$ cat config.mk
export PLATFORM = sky130hd
export DESIGN_NAME = ks_mem_responder
export DESIGN_NICKNAME = d
export VERILOG_FILES = /design/src/rtl/k_and_s_pkg.sv /design/src/rtl/ks_ram_array.sv /design/src/rtl/ks_mem_responder.sv
export SDC_FILE = /design/constraint.sdc
export NUM_CORES = 1
export LEC_CHECK = 0
export CORE_UTILIZATION = 45
export DETAILED_ROUTE_END_ITERATION = 7
export PLACE_DENSITY = 0.6
export SYNTH_ARGS = -nofsm -noshare
export SYNTH_HDL_FRONTEND = slang
export SYNTH_HIERARCHICAL = 1
export SYNTH_SLANG_ARGS = --single-unit
$ cat constraint.sdc
create_clock -name clk -period 7 [get_ports clk]
set_clock_uncertainty 0.15 [all_clocks]
set_input_delay 0.7 -clock clk [delete_from_list [all_inputs] [get_ports clk]]
set_output_delay 0.7 -clock clk [all_outputs]
set_load 0.01 [all_outputs]
$ cat src/rtl/k_and_s_pkg.sv
// Shared types and constants for the K&S core memory side.
package k_and_s_pkg;

    localparam int unsigned KS_MEM_ADDR_W   = 5;
    localparam int unsigned KS_MEM_DATA_W   = 16;
    localparam int unsigned KS_MEM_MAX_WAIT = 15;

    typedef enum logic [1:0] {
        IDLE,
        WAIT,
        ACCESS,
        RESP
    } mem_state_t;

    // Saturating 16-bit increment for the access counters.
    function automatic logic [15:0] sat_inc16(input logic [15:0] v);
        return (v == 16'hFFFF) ? v : v + 16'd1;
    endfunction

endpackage

$ cat src/rtl/ks_ram_array.sv
// Single-port synchronous RAM, registered read, read-before-write, no reset.
module ks_ram_array #(
    parameter int unsigned ADDR_W = 5,
    parameter int unsigned DATA_W = 16
) (
    input  logic              clk,
    input  logic              en,
    input  logic              we,
    input  logic [ADDR_W-1:0] addr,
    input  logic [DATA_W-1:0] wdata,
    output logic [DATA_W-1:0] rdata
);

    logic [DATA_W-1:0] mem [2**ADDR_W];

    // Read old contents and optionally overwrite on the same edge.
    always_ff @(posedge clk) begin
        if (en) begin
            rdata <= mem[addr];
            if (we) begin
                mem[addr] <= wdata;
            end
        end
    end

endmodule

$ cat src/rtl/ks_mem_responder.sv
// Memory responder for the K&S multicycle core: accepts one fetch/load/store,
// waits WAIT_STATES cycles, accesses the RAM and pulses rsp_valid for one cycle.
// Optional access counters are enabled with `define KS_MEM_ACCESS_CNT_EN.
import k_and_s_pkg::*;

module ks_mem_responder #(
    parameter int unsigned ADDR_W      = KS_MEM_ADDR_W,
    parameter int unsigned DATA_W      = KS_MEM_DATA_W,
    parameter int unsigned WAIT_STATES = 1
) (
    input  logic              clk,
    input  logic              rst,
    input  logic              req_valid,
    input  logic              req_write,
    input  logic [ADDR_W-1:0] req_addr,
    input  logic [DATA_W-1:0] req_wdata,
    output logic              req_ready,
    output logic              rsp_valid,
    output logic [DATA_W-1:0] rsp_rdata,
`ifdef KS_MEM_ACCESS_CNT_EN
    output logic [15:0]       rd_count,
    output logic [15:0]       wr_count,
`endif
    output logic              busy
);

    localparam logic [3:0] WaitLoad = (WAIT_STATES > 0) ? 4'(WAIT_STATES - 1) : 4'd0;

    mem_state_t        state_q;
    logic [3:0]        wait_cnt_q;
    logic [ADDR_W-1:0] addr_q;
    logic              write_q;
    logic [DATA_W-1:0] wdata_q;
    logic              rsp_valid_q;
    logic              rdata_vld_q;
    logic [DATA_W-1:0] ram_rdata;
    logic              mem_en;
    logic              mem_we;

    // A request seen while rst is high must not be taken.
    assign req_ready = (state_q == IDLE) && !rst;
    assign busy      = (state_q != IDLE);
    assign rsp_valid = rsp_valid_q;
    // RAM output register has no reset; mask it until the first access.
    assign rsp_rdata = rdata_vld_q ? ram_rdata : '0;

    // Gating with rst aborts an access whose ending edge coincides with reset.
    assign mem_en = (state_q == ACCESS) && !rst;
    assign mem_we = mem_en && write_q;

    // Control FSM, wait counter and request holding registers.
    always_ff @(posedge clk) begin
        if (rst) begin
            state_q     <= IDLE;
            wait_cnt_q  <= 4'd0;
            addr_q      <= '0;
            write_q     <= 1'b0;
            wdata_q     <= '0;
            rsp_valid_q <= 1'b0;
            rdata_vld_q <= 1'b0;
        end else begin
            rsp_valid_q <= 1'b0;
            unique case (state_q)
                IDLE: begin
                    if (req_valid) begin
                        addr_q  <= req_addr;
                        write_q <= req_write;
                        wdata_q <= req_wdata;
                        if (WAIT_STATES > 0) begin
                            state_q    <= WAIT;
                            wait_cnt_q <= WaitLoad;
                        end else begin
                            state_q <= ACCESS;
                        end
                    end
                end
                WAIT: begin
                    if (wait_cnt_q == 4'd0) begin
                        state_q <= ACCESS;
                    end else begin
                        wait_cnt_q <= wait_cnt_q - 4'd1;
                    end
                end
                ACCESS: begin
                    state_q     <= RESP;
                    rsp_valid_q <= 1'b1;
                    rdata_vld_q <= 1'b1;
                end
                RESP: begin
                    state_q <= IDLE;
                end
                default: begin
                    state_q <= IDLE;
                end
            endcase
        end
    end

    ks_ram_array #(
        .ADDR_W (ADDR_W),
        .DATA_W (DATA_W)
    ) u_ram (
        .clk   (clk),
        .en    (mem_en),
        .we    (mem_we),
        .addr  (addr_q),
        .wdata (wdata_q),
        .rdata (ram_rdata)
    );

`ifdef KS_MEM_ACCESS_CNT_EN
    logic [15:0] rd_count_q;
    logic [15:0] wr_count_q;

    assign rd_count = rd_count_q;
    assign wr_count = wr_count_q;

    // Count completed accesses at the ACCESS edge, saturating.
    always_ff @(posedge clk) begin
        if (rst) begin
            rd_count_q <= 16'd0;
            wr_count_q <= 16'd0;
        end else if (mem_en) begin
            if (write_q) begin
                wr_count_q <= sat_inc16(wr_count_q);
            end else begin
                rd_count_q <= sat_inc16(rd_count_q);
            end
        end
    end
`endif

endmodule
### After elaboration in Yosys (flattened, before gate mapping)

Memories as Yosys holds them, arrays and structs flattened. A register that Yosys moved wholly into a read port is not among the register bits.
Cells that the tools add are included.

| cells by class | value |
|---|---|
| muxes and demuxes | 11 |
| equality and inequality tests | 6 |
| reduce and logical (&&, ||, !) cells | 11 |
| add/subtract/negate cells | 1 |

Operators with widths:

| kind | count |
|---|---|
| two-way mux 16 bit | 1 |
| two-way mux 4 bit | 2 |
| case mux 2 bit (4 select lines) | 1 |
| case mux 4 bit (2 select lines) | 1 |
| != test 2 bit, second input constant | 3 |
| equality test 2 bit, second input constant | 2 |
| logical NOT 4 bit | 1 |
| two-way mux 1 bit | 4 |
| two-way mux 2 bit | 2 |
| AND reduction 2 bit | 2 |
| nonzero test 2 bit | 2 |
| subtractor 4 x 1 -> 4 bit, second input constant | 1 |
| logical AND 1 bit | 3 |
| AND reduction 3 bit | 1 |
| equality test 2 x 1 -> 1 bit, second input constant | 1 |
| logical NOT 2 bit | 1 |
| logical NOT 1 bit | 1 |

| word-level totals | value |
|---|---|
| flip-flop bits (word level) | 30 |
| input bits | 25 |
| memories kept | 1 |
| output and inout port bits | 19 |
| logic and storage cells | 37 |
| RAM bits | 512 |

Memories:

| name | words | width | read ports | clocked after memory_dff | write ports | RTL line | text |
|---|---|---|---|---|---|---|---|
| u_ram.mem | 32 | 16 | 1 | 1 | 1 | ks_ram_array.sv:14 | `logic [DATA_W-1:0] mem [2**ADDR_W];` |

### Logic depth before layout (Yosys ltp)

Gate-level depths: netlist of the first run.

| logic depth | value |
|---|---|
| word-level depth | 6 |
| mapped depth | 8 |
| mapped depth without buffers | 8 |

### Modules after synthesis

Netlist of the first run, hierarchy kept.

Modules (own cells, without submodules):

| module | sequential area each (µm²) | cells each | area an instance (µm²) | times used |
|---|---|---|---|---|
| ks_ram_array | 15855.2 | 1088 | 20230.7 | 1 |
| ks_mem_responder | 600.6 | 171 | 1370.1 | 1 |

### Worst setup path after synthesis of the first run

No wires, ideal clock.

| timing path | value |
|---|---|
| path kind | input-to-reg |
| from | input rst |
| to | memory u_ram.mem[24][0], enable pin |
| buffers on the path | 2 |
| setup slack | 2.731 ns |
| setup time | 0.409 ns |
| stages on the path | 7 |
| arrival time | 3.710 ns |
| data required time | 6.441 ns |
| path through | clkbuf_1 > nor2b_1 > and2_1 > nand2_1 > or3_1 > clkbuf_1 > nor3_1 |

| between the ends | value |
|---|---|
| cells in the longest elaborated chain, start to end | 6 |

Ends and longest elaborated chain:

| item | RTL line | text |
|---|---|---|
| start, declared | ks_mem_responder.sv:12 | `input logic rst,` |
| logical NOT 1 bit | ks_mem_responder.sv:48 | `assign mem_en = (state_q == ACCESS) && !rst;` |
| logical AND 1 bit | ks_mem_responder.sv:48 |  |
| via mem_en | ks_mem_responder.sv:37 | `logic mem_en;` |
| logical AND 1 bit | ks_mem_responder.sv:49 | `assign mem_we = mem_en && write_q;` |
| via mem_we | ks_mem_responder.sv:38 | `logic mem_we;` |
| two-way mux 1 bit | ks_ram_array.sv:20 | `if (we) begin` |
| two-way mux 1 bit | ks_ram_array.sv:18 | `if (en) begin` |
| two-way mux 1 bit (not written as such) | ks_ram_array.sv:21 | `mem[addr] <= wdata;` |
| end, declared | ks_ram_array.sv:14 |  |

The timed path passes the listed nets, and every way through them passes these cells.

### Worst setup path in the final report of the first run

| timing path | value |
|---|---|
| from | register state_q[0] |
| to | memory u_ram.mem[24][10], enable pin |

| between the ends | value |
|---|---|
| cells in the longest elaborated chain, start to end | 6 |

Ends and longest elaborated chain:

| item | RTL line | text |
|---|---|---|
| start, declared | ks_mem_responder.sv:29 | `mem_state_t state_q;` |
| start signal, assigned | ks_mem_responder.sv:54 | `state_q <= IDLE;` |
| start signal, assigned | ks_mem_responder.sv:70 | `state_q <= WAIT;` |
| start signal, assigned | ks_mem_responder.sv:73 | `state_q <= ACCESS;` |
| equality test 2 bit | ks_mem_responder.sv:48 |  |
| logical AND 1 bit | ks_mem_responder.sv:48 |  |
| via mem_en | ks_mem_responder.sv:37 |  |
| logical AND 1 bit | ks_mem_responder.sv:49 |  |
| via mem_we | ks_mem_responder.sv:38 |  |
| two-way mux 1 bit | ks_ram_array.sv:20 |  |
| two-way mux 1 bit | ks_ram_array.sv:18 |  |
| two-way mux 1 bit (not written as such) | ks_ram_array.sv:21 |  |

The timed path passes the listed nets, and every way through them passes these cells.

==> run metrics, run 1 <==
RSZ-0062 raised after global routing false; wire per inst between 20 and 30 um; row cnt 79; outcome completed; final setup margin between 2 and 3 ns; Placer Congestion around 0.87; FF-to-FF path depth 7; first-pass GRT wire length ~75000 um; Yosys reg bits about 560; TritonCTS clock tree built; Syn Area/Cell approximately 17 um^2; post-synth top area share between 70% and 80%; CTS Hold Bufs 0; Main synth FF type edfxtp_1; Clock Path Buffers 3; Area growth syn-to-layout 13.8%; Fillers ~3700; Reg area between 0.015 and 0.02 mm^2; Slew @ Worst Pin roughly 1.2 ns; final wirelength 53100 um; gr ovfl total 0; setup_tns 0 ns; yosys warns 6; Core Box Area 0.0470 mm^2; 1st-pass router iterations 5; largest net degree at the start of global routing about 130; n_diodes 0; Gate Count Post-Synth ~1300; Buffers on Ports 43; Pleak slightly below 8 nW; multi-input logic area ~0.0047 mm^2; initial antenna violation count 1; leading area contributor after synthesis edfxtp_1; layout cells sized above 1 about a tenth; Max Fclk between 200 and 250 MHz; Final Max Slew Viols 0; die height between 200 and 250 um; clock-pin slew on the worst setup and hold paths roughly 0.060 ns; die width 221 um; Post-synth ARST share 0%; total power ~8 mW; Cell Pwr Density about 320 mW/mm^2; Starting DRT DRC Count 1249; period utilization a little under 60%; Post CTS Setup Buffer Count 0; number of global-route vias before repair between 10000 and 15000; element type at the critical path start flip-flop; Final Net Count approximately 1400; CP Capture Type flip-flop; Post-route DRC 0; Worst EP arrival between 4 and 5 ns; max-cap check violation count 0; gr usage total about 21%; Yosys cell types 44; Hold Violations, Final 0; Post-Syn Area 0.0216 mm^2; top cells by area, synth edfxtp_1, mux2i_1, o22ai_1; HPWL after DPL approximately 32000 um; synth cell count leaders edfxtp_1, mux2i_1, o22ai_1; Slew headroom between 15 and 20%; HP Class flip-flop to flip-flop; Max FO, Critical Path 20; Setup CP Type flip-flop to flip-flop; worst skew pair latency 0.60 ns; worst slack, placed 2.38 ns; CTS Sinks between 500 and 600; worst hold stages 2; Post-synth EDFFs between 500 and 600; DIE AREA just under 0.05 mm^2; CTS H-tree lvls 2; top-count cell post-synth edfxtp_1; Final min period about 4.2 ns; worst hold slack approximately 0.31 ns; Initial Util between 40% and 50%; post_cts resized 0; Detail Route Antenna Nets 0; DR vias/cell 5.83; syn_nets 1290; # setup viols final 0; num ports 44; Worst VDD drop roughly 0.00022 V; total vias in the final route 11496; Root Buffer clkbuf_16; post-synthesis sequential area ratio 76.2%; Num CTS Buffers 55; worst path required time between 7 and 8 ns
-- sequential cells by signal (all words and copies together), names as in the netlist --
name	flops
write_q	1
rdata_vld_q	1
state_q	2
wdata_q	16
u_ram/rdata	16
addr_q	5
wait_cnt_q	4
u_ram/mem	512
rsp_valid	1
-- worst paths after layout --
kind,slack (ns),to,startpoint
setup / recovery,2.83,u_ram/mem[24][10],state_q[0]
hold / removal,0.31,wdata_q[3],wdata_q[3]
setup reg to reg,2.83,u_ram/mem[24][10],state_q[0]
hold reg to reg,0.31,wdata_q[3],wdata_q[3]
-- where the power goes --
group	switching [mW]	internal, mW	leakage [nW]
combinational	0.523	0.343	1.67
clock	1.20	1.83	0.909
sequential	0.244	3.84	5.11
-- cell type report --
type / count / area share, %
sequential: 558 / 67.0
multi-input combinational: 619 / 19.2
clock buffer: 77 / 6.31
tap: 607 / 3.09
timing repair buffer: 79 / 2.95
clock inverter: 26 / 1.31
inverter: 7 / 0.107
-- cells in the final DEF, fill, tap and decap left out, types with 17 or more instances in the layout --
master / Yosys / routed
edfxtp_1: 528 / 528
a21oi_1: 25 / 25
clkbuf_16: 0 / 57
mux2i_1: 257 / 257
nor2_1: 35 / 35
nand2_1: 65 / 65
nor4_1: 33 / 33
and2_1: 17 / 17
o22ai_1: 128 / 128
buf_4: 5 / 34
clkdlybuf4s50_1: 0 / 43
-- worst max-delay path, stage by stage (launching register included) --
cell and delay (ns):
dfxtp_1 0.32, inv_1 0.10, ha_1 0.22, nor2b_2 0.89, and2_1 0.30, nand2_1 0.08
or3_1 0.66, nor3_2 1.04
-- metal layers --
metal	wire length, um	vias to the layer above	share of wire [%]	track usage (%)
met2	24100	445	45	32.6
li1	-	5123	-	-
met3	4170	70	7.9	5.19
met1	23600	5858	45	31.0
met4	1130	0	2.1	5.73
met5	0	-	0	0
-- cell families after synthesis --
logic type / count (synthesis) / share of synthesized area, %
AOI/OAI and AO/OA: 164 / 4.72
adders and majority gates: 6 / 0.348
buffers and inverters: 82 / 2.04
DFF: 558 / 76.2
muxes: 257 / 11.9
and+or+nand+nor: 192 / 4.80
-- stage by stage --
stage,cell area [um^2],instances,util (%)
4_1_cts,24600,1973,52.4
2_1_floorplan,21600,1259,-
3_5_place_dp,22700,1870,48.4
5_1_grt,24600,1973,52.4
6_report,24600,1973,52.4
3_3_place_gp,22700,1870,48.4
Power figures use the tool's default switching activity.
==> inputs of run 2 (changes only) <==
==> constraint.sdc (replaced) <==
create_clock -name clk -period 4.25 [get_ports clk]
set_clock_uncertainty 0.15 [all_clocks]
set_input_delay 0.425 -clock clk [delete_from_list [all_inputs] [get_ports clk]]
set_output_delay 0.425 -clock clk [all_outputs]
set_load 0.01 [all_outputs]
==> run 2 against run 1 <==
  * Fmax rose by 34%
  * Flip-flop and latch count did not move
  * First-iteration DRC count fell by 11%
  * Worst setup slack got worse by 1.7 ns
  * Utilization rose by 0.40 points
==> run metrics, run 2 (synthesized netlist as in run 1, its figures left out) <==
Core Box Area approximately 0.047 mm^2; TritonCTS clock tree built; Pleak roughly 7.8 nW; worst path required time 4.41 ns; wire per inst 25.1 um; die width around 220 um; Starting DRT DRC Count ~1100; Worst VDD drop between 0.0002 and 0.0003 V; post_cts resized 0; layout cells sized above 1 a little under an eighth; period utilization between 70% and 80%; Worst EP arrival approximately 3.3 ns; # setup viols final 0; Buf+Inv Stages, Crit Path 0; die height approximately 220 um; Initial Util 46.0%; gr ovfl total 0; initial antenna violation count 1; Post CTS Setup Buffer Count 0; first-pass GRT wire length 73100 um; Slew @ Worst Pin between 1 and 1.5 ns; Cell Pwr Density 524 mW/mm^2; worst slack, placed around 1.1 ns; Placer Congestion about 0.86; final setup margin ~1.1 ns; row cnt a little under 80; Worst path max stage delay around 0.85 ns; total vias in the final route about 12000; Final Max Slew Viols 0; CTS H-tree lvls 2; DR vias/cell between 5 and 6; Final Net Count about 1400; 1st-pass router iterations 5; Buffers on Ports 43; Comb pwr share a little over an eighth; CTS Sinks 558; Post-route DRC 0; max-cap check violation count 0; Reg area 0.0165 mm^2; Largest Register u_ram/mem; num ports 44; commonest non-fill, non-tap cells in the layout edfxtp_1, mux2i_1, o22ai_1, buf_4, nand2_1; Crit path max-delay family simple AND/OR/NAND/NOR gates; final wirelength approximately 50000 um; Fillers between 3000 and 4000; number of global-route vias before repair between 10000 and 15000; CP max stage cell dfxtp_1; Max Fclk 321 MHz; Slew headroom a little under a fifth; Detail Route Antenna Nets 0; Setup CP Type flip-flop to flip-flop; HP Class input port to flip-flop; Sw Ratio 24.7%; Final min period roughly 3.1 ns; CP Cell Sequence or4b_1 > o22ai_1 > nor4_1 > nand2_1; Clock Path Buffers 3; Hold Violations, Final 0; DIE AREA 0.0489 mm^2; cell-internal power approximately 9.8 mW; gr usage total around a fifth; setup_tns 0 ns; element type at the critical path start flip-flop; Root Buffer clkbuf_16; multi-input logic area roughly 0.0047 mm^2; outcome completed; Psw between 3 and 4 mW; Largest register FFs slightly above 500; Num CTS Buffers 54; most common cell after layout, fill and taps aside edfxtp_1; RSZ-0062 raised after global routing false; n_diodes 0; HPWL after DPL 31400 um; worst skew pair latency ~0.6 ns; CP Capture Type flip-flop; final core occ approximately 53%; share of power burned in registers roughly 50%; Area growth syn-to-layout 14.7%; total power around 13 mW; Max FO, Critical Path 25; clock-pin slew on the worst setup and hold paths roughly 0.060 ns; largest registers u_ram/mem x512, u_ram/rdata x16, wdata_q x16; CTS Hold Bufs 0; Clock power frac a little under two fifths; largest net degree at the start of global routing 46
run 2: cell types whose count changed in the layout (fill, tap and decap cells not counted), sizes merged:
| cell | previous run | this run |
|---|---|---|
| clkbuf | 77 | 71 |
| clkinv | 16 | 19 |
| buf | 36 | 71 |
| bufinv | 8 | 7 |
| inv | 7 | 8 |
run 2: worst register-to-register path, cell delays in order, from the launching register on:
cell and delay, ns:
dfxtp_1 0.85, or4b_1 0.62, o22ai_1 0.29, nor4_1 0.82, nand2_1 0.12
run 2: power groups by stage:
stage,logic [mW],registers [mW],clock network [mW]
finish,1.69,6.47,4.83
global route,1.79,6.48,5.12
CTS,1.69,6.47,4.92
detailed placement,1.69,6.59,0
global placement,1.66,6.58,0
floorplan,1.00,6.58,0
run 2: final cells by class:
class | instances | area share [%]
inverters | 7 | 0.106
repair buffers | 114 | 4.09
clock buffers | 71 | 5.96
flip-flops and latches | 558 | 66.4
well taps | 607 | 3.07
multi-input cells | 619 | 19.1
clock inverters | 29 | 1.28
run 2: per-stage QoR:
| step | cell area (um^2) | hold slack [ns] | instances |
|---|---|---|---|
| 2_1_floorplan | 21600 | 0.282 | 1259 |
| 5_1_grt | 24800 | 0.221 | 2005 |
| 4_1_cts | 24800 | 0.196 | 2005 |
| 3_3_place_gp | 23000 | 0.296 | 1905 |
| 6_report | 24800 | 0.224 | 2005 |
| 3_5_place_dp | 23000 | 0.300 | 1905 |
run 2: worst paths after layout:
path	startpoint	slack, ns	cells past startpoint	end
worst min register to register	wdata_q[4]	0.31	2	wdata_q[4]
worst max-delay path	addr_q[3]	1.14	4	u_ram/rdata[5]
worst min-delay path	req_wdata[11]	0.22	3	wdata_q[11]
worst max register to register	addr_q[3]	1.14	4	u_ram/rdata[5]
run 2: routing by layer:
metal  routed length (um)  track usage, %  up-vias  part of all wire [%]
met5                    0               0        -                     0
met2                21600            29.3      427                    43
met3                 3780            4.18       63                   7.5
met1                23800            31.7     5819                    47
li1                     -               -     5197                     -
met4                 1050            5.44        0                   2.1
